$ cat src/rtl/rr_arbiter4_pkg.sv
// Shared definitions for the 4-way round-robin arbiter: requester count,
// FSM state encoding and the rotating-priority winner search.
package rr_arbiter4_pkg;

    localparam int NUM_REQ = 4;
    localparam int IDX_W   = 2;

    typedef enum logic [1:0] {
        ST_IDLE    = 2'd0,
        ST_GRANT   = 2'd1,
        ST_RELEASE = 2'd2
    } state_e;

    // First requester at or after ptr (mod NUM_REQ). Scanning from the far
    // end means the closest candidate is written last and wins. With no
    // request the result is ptr; callers qualify it with |req.
    function automatic logic [IDX_W-1:0] rr_pick(
        input logic [NUM_REQ-1:0] req,
        input logic [IDX_W-1:0]   ptr
    );
        logic [IDX_W-1:0] idx;
        logic [IDX_W-1:0] cand;
        idx = ptr;
        for (int k = NUM_REQ - 1; k >= 0; k--) begin
            cand = ptr + IDX_W'(k);
            if (req[cand]) idx = cand;
        end
        return idx;
    endfunction

endpackage

$ cat src/rtl/rr_arbiter4_decoder_2to4.sv
// Plain 2-to-4 one-hot decoder; turns the registered grant index into the
// grant vector.
module decoder_2to4 (
    input  logic A0,
    input  logic A1,
    output logic D0,
    output logic D1,
    output logic D2,
    output logic D3
);

    assign D0 = ~A1 & ~A0;
    assign D1 = ~A1 &  A0;
    assign D2 =  A1 & ~A0;
    assign D3 =  A1 &  A0;

endmodule

$ cat src/rtl/rr_arbiter4.sv
// Four-requester round-robin arbiter with a bounded tenure. A winner is
// picked from IDLE, holds the resource for up to HOLD_MAX cycles, and every
// tenure ends with one RELEASE cycle before the next arbitration.
module rr_arbiter4
    import rr_arbiter4_pkg::*;
#(
    parameter int HOLD_MAX = 8
) (
    input  logic         clk,
    input  logic         rst_n,
    input  logic [3:0]   req_i,
    output logic [3:0]   gnt_o,
    output logic [1:0]   gnt_idx_o,
    output logic         gnt_valid_o,
    output logic         timeout_o,
    output logic         busy_o
);

    localparam int              HCW       = (HOLD_MAX > 1) ? $clog2(HOLD_MAX) : 1;
    localparam logic [HCW-1:0]  HOLD_LAST = HCW'(HOLD_MAX - 1);

    state_e               state_q;
    logic [IDX_W-1:0]     ptr_q;
    logic [HCW-1:0]       hold_cnt_q;
    logic [IDX_W-1:0]     gnt_idx_q;
    logic                 gnt_valid_q;
    logic                 timeout_q;
    logic                 busy_q;

    logic [IDX_W-1:0]     win_idx;
    logic                 any_req;
    logic                 own_req;
    logic                 hold_done;
    logic [HCW-1:0]       hold_cnt_d;
    logic [IDX_W-1:0]     ptr_d;
    logic [NUM_REQ-1:0]   dec;

    // Winner search and tenure bookkeeping are purely combinational; only
    // the FSM below holds state.
    assign win_idx    = rr_pick(req_i, ptr_q);
    assign any_req    = |req_i;
    assign own_req    = req_i[gnt_idx_q];
    assign hold_done  = (hold_cnt_q == HOLD_LAST);
    assign hold_cnt_d = hold_cnt_q + HCW'(1);
    assign ptr_d      = gnt_idx_q + IDX_W'(1);

    // Arbitration FSM with registered outputs; the pointer moves past the
    // winner whenever a tenure ends, whatever the reason.
    always_ff @(posedge clk or negedge rst_n) begin
        if (!rst_n) begin
            state_q     <= ST_IDLE;
            ptr_q       <= '0;
            hold_cnt_q  <= '0;
            gnt_idx_q   <= '0;
            gnt_valid_q <= 1'b0;
            timeout_q   <= 1'b0;
            busy_q      <= 1'b0;
        end else begin
            unique case (state_q)
                ST_IDLE: begin
                    timeout_q <= 1'b0;
                    if (any_req) begin
                        state_q     <= ST_GRANT;
                        gnt_idx_q   <= win_idx;
                        hold_cnt_q  <= '0;
                        gnt_valid_q <= 1'b1;
                        busy_q      <= 1'b1;
                    end
                end
                ST_GRANT: begin
                    if (!own_req || hold_done) begin
                        // Still requesting at the limit means the tenure
                        // was cut short, which is what timeout reports.
                        state_q     <= ST_RELEASE;
                        gnt_valid_q <= 1'b0;
                        timeout_q   <= own_req;
                        ptr_q       <= ptr_d;
                    end else begin
                        hold_cnt_q  <= hold_cnt_d;
                    end
                end
                ST_RELEASE: begin
                    state_q   <= ST_IDLE;
                    timeout_q <= 1'b0;
                    busy_q    <= 1'b0;
                end
                default: begin
                    state_q     <= ST_IDLE;
                    gnt_valid_q <= 1'b0;
                    timeout_q   <= 1'b0;
                    busy_q      <= 1'b0;
                end
            endcase
        end
    end

    decoder_2to4 u_dec (
        .A0 (gnt_idx_q[0]),
        .A1 (gnt_idx_q[1]),
        .D0 (dec[0]),
        .D1 (dec[1]),
        .D2 (dec[2]),
        .D3 (dec[3])
    );

    // gnt_valid_q is cleared by the async reset, so the grant drops at once.
    assign gnt_o       = dec & {NUM_REQ{gnt_valid_q}};
    assign gnt_idx_o   = gnt_idx_q;
    assign gnt_valid_o = gnt_valid_q;
    assign timeout_o   = timeout_q;
    assign busy_o      = busy_q;

endmodule

$ cat config.mk
export PLATFORM = sky130hd
export DESIGN_NAME = rr_arbiter4
export DESIGN_NICKNAME = d
export VERILOG_FILES = /design/src/rtl/rr_arbiter4_pkg.sv /design/src/rtl/rr_arbiter4_decoder_2to4.sv /design/src/rtl/rr_arbiter4.sv
export SDC_FILE = /design/constraint.sdc
export NUM_CORES = 1
export LEC_CHECK = 0
export CAP_MARGIN = 30
export CORE_MARGIN = 8
export CORE_UTILIZATION = 45
export DETAILED_ROUTE_END_ITERATION = 10
export GPL_ROUTABILITY_DRIVEN = 0
export PLACE_DENSITY = 0.73
export SLEW_MARGIN = 30
export SYNTH_ARGS = -nofsm -noshare
export SYNTH_HDL_FRONTEND = slang
export SYNTH_HIERARCHICAL = 1
export SYNTH_SLANG_ARGS = --single-unit
$ cat constraint.sdc
create_clock -name clk -period 1.4 [get_ports clk]
set_input_delay 0.28 -clock clk [delete_from_list [all_inputs] [get_ports clk]]
set_output_delay 0.28 -clock clk [all_outputs]
set_load 0.02 [all_outputs]
==> results.sh <==
export IMPL_maxCapViolCount=0
export IMPL_grt_pass1_wl_um=3680
export IMPL_hpwl_um=1700
export IMPL_synth_flop_cell="dfrtp_1"
export IMPL_r2r_start="hold_cnt_q[0]"
export IMPL_synthArstFlopShare=1.00
export IMPL_crit_family="flip-flops"
export IMPL_cp_common_cell="ha_4"
export IMPL_ir_worst_vdd_v=0.00127
export IMPL_first_global_vias=834
export IMPL_cts_htree_levels=1
export IMPL_vias=774
export IMPL_synth_top_area_share=0.363
export IMPL_drt_pass1_iterations=4
export IMPL_drt_wirelength_per_cell_um=14.7
export IMPL_via_per_inst=5.27
export IMPL_place_inst=142
export IMPL_r2r_end="hold_cnt_q[2]"
export IMPL_worst_r2r_cell_count=5
export IMPL_synth_fp_nets=93
export IMPL_antenna_cells=0
export IMPL_cp_max_fo=4
export IMPL_antenna_found_initial=0
export IMPL_slew_limit_headroom=0.760
export IMPL_period_needed_ns=1.59
export IMPL_cp_required_ns=1.61
export IMPL_finalHoldViolations=0
export IMPL_final_nets=131
export IMPL_fin_setup_tns_ns=-1.14
export IMPL_arrival_ns=1.80
export IMPL_die_w_um=58.9
export IMPL_row_count=15
export IMPL_grtUsageTotal=0.141
export IMPL_crit_slowest_cell="dfrtp_1"
export IMPL_end_kind="flop"
export IMPL_fin_util=0.709
export IMPL_antenna_left=0
export IMPL_cp_slowest_stage_delay_ns=0.41
export IMPL_yosysSeqAreaShare=0.363
export IMPL_fin_ws_ns=-0.191
export IMPL_routed_wl_um=2160
export IMPL_path_clk_slew_ns=0.09
export IMPL_synth_area_leaders="dfrtp_1 36%, mux2i_1 4.8%, o21ai_0 4.8%, a32oi_4 3.3%, inv_1 3.2%"
export IMPL_stdcell_count=147
export IMPL_ioPinCount=15
export IMPL_crit_type="flop to flop"
export IMPL_grt_max_degree=13
export IMPL_setup_violations=12
export IMPL_cts_root_buffer="clkbuf_4"
export IMPL_hp_class="primary input to async pin"
export IMPL_fin_crit_sh=1.14
export IMPL_outcome="finished, violations left"
export IMPL_drtIter0Drc=6
export IMPL_grt_ovfl_total=0
export IMPL_postCtsHoldBufs=0
export IMPL_rrSetupSlack_ns=-0.19
export IMPL_area_growth_pct=47.9
export IMPL_synthCells=85
export IMPL_core_um2=1730
export IMPL_clock_skew_ns=0.000560
export IMPL_final_max_slew_viol_count=0
export IMPL_max_clock_freq_mhz=628
export IMPL_crit_buf_inv=0
export IMPL_die_h_um=58.9
export IMPL_synth_seq_cells=12
export IMPL_p_per_area_nw_per_um2=2100
export IMPL_cts_tree="done"
export IMPL_syn_area_per_cell_um2=9.74
export IMPL_synth_cell_area_um2=828
export IMPL_yosysTopAreaCell="dfrtp_1"
export IMPL_cts_sinks=12
export IMPL_multi_input_area_um2=546
export IMPL_regArea_um2=303
export IMPL_insertion_delay_ns=0.29
export IMPL_dieArea_um2=3470
export IMPL_cts_buffer_depth=2
export IMPL_p_leak_nw=0.573
export IMPL_tightestPinTransition_ns=0.359
export IMPL_rsz0062_at_grt="yes"
export IMPL_synth_edff_count=0
export IMPL_ys_warnings_count=6
export IMPL_cts_made_buffers=3
export IMPL_worst_setup_path_start_kind="flop"
export IMPL_remaining_drc_errors=0
export IMPL_synth_cell_types=37
export IMPL_port_buffers=14
export IMPL_layout_drive_gt1_share=0.418
export IMPL_n_fill_cell=133
export IMPL_crit_chain="ha_4, ha_4, and2b_2, a32oi_4, mux2i_1"
export IMPL_violations="setup timing"
export IMPL_start_util=0.480
-- stage by stage --
stage | area [µm²] | hold slack, ns | power [mW] | setup slack (ns)
6_report | 1220 | 0.288 | 2.58 | -0.191
5_1_grt | 1220 | 0.290 | 2.76 | -0.250
3_3_place_gp | 1150 | 0.514 | 2.13 | -0.334
4_1_cts | 1190 | 0.296 | 2.48 | -0.199
2_1_floorplan | 845 | -0.0156 | 1.53 | -0.0686
3_5_place_dp | 1150 | 0.518 | 2.18 | -0.376
-- how the worst max path moves through the flow --
| stage | startpoint | depth (start not counted) | slack, ns | to |
|---|---|---|---|---|
| after floorplan | hold_cnt_q[0] | 5 | -0.07 | hold_cnt_q[0] |
| after detailed placement | req_i[3] | 4 | -0.38 | hold_cnt_q[2] |
| final | hold_cnt_q[0] | 5 | -0.19 | hold_cnt_q[2] |
| after global routing | hold_cnt_q[0] | 5 | -0.25 | hold_cnt_q[0] |
| after global placement | req_i[1] | 4 | -0.33 | hold_cnt_q[0] |
| after CTS | gnt_idx_o[1] | 4 | -0.20 | hold_cnt_q[2] |
-- repair_timing --
action | in CTS | in global routing
endpoints found under the setup margin | 17 | 15
gates resized for setup | 36 | 11
pin swaps | 2 | 4
buffers inserted | 0 | 1
-- report_power, final --
part	switching, mW	total (mW)	leakage [nW]	internal (mW)
Sequential	0.141	0.629	0.144	0.488
Combinational	0.786	1.65	0.408	0.864
Clock	0.140	0.299	0.0210	0.159
Total	1.07	2.58	0.573	1.51
-- cell usage in the layout (no fill, tap or decap), drive strengths merged --
master,instances
a32oi,1
nand2b,3
nand2,4
mux2i,4
o21ai,8
nor4,1
a21boi,1
and3,1
or3,1
a22oi,1
a2111oi,1
o31ai,1
ha,2
o41ai,1
o211ai,2
a21oi,2
clkbuf,4
clkdlybuf4s50,5
clkdlybuf4s15,1
and2b,3
nor4b,1
nor2,4
dfrtp,12
a2bb2oi,1
or2,3
o21a,1
mux2,2
o22ai,2
and3b,1
o311ai,1
inv,7
and2,5
buf,26
nor2b,3
nor3b,2
a211oi,2
dlygate4sd2,2
-- state kept, by name, summed over array words and instances (netlist names) --
name	cells
state_q	2
ptr_q	2
gnt_idx_o	2
hold_cnt_q	3
timeout_o	1
busy_o	1
gnt_valid_o	1
-- routing by layer --
layer,GRT usage,vias to the layer above,part of all wire
met5,0,-,0
met4,0.0751,0,0.021
met3,0.0500,6,0.043
met2,0.254,13,0.53
met1,0.137,370,0.40
li1,-,385,-
-- synthesized netlist by cell type, types with 3 or more instances --
cell,number
and2_1,4
dfrtp_1,12
inv_1,7
mux2i_1,4
nand2_1,4
nand2b_1,3
nor2_1,4
nor2b_1,3
o21ai_0,8
-- logic make-up (layout without fill, tap and decap cells) --
logic type               after synthesis  in the layout  share of synthesized area
adder cells (fa/ha/maj)                2              2                     0.0302
buffers and inverters                  8             45                     0.0378
AND/OR/NAND/NOR                       32             32                      0.257
flip-flops                            12             12                      0.363
multiplexers                           6              6                     0.0801
AO/OA/AOI/OAI                         25             25                      0.233
-- area by class of cell --
class / instances / share of cell area
tap: 25 / 0.0255
inverter: 7 / 0.0215
timing repair buffer: 34 / 0.231
clock buffer: 4 / 0.0296
multi-input combinational: 65 / 0.445
sequential: 12 / 0.247
Note: power is estimated with default switching activity, not from simulation.
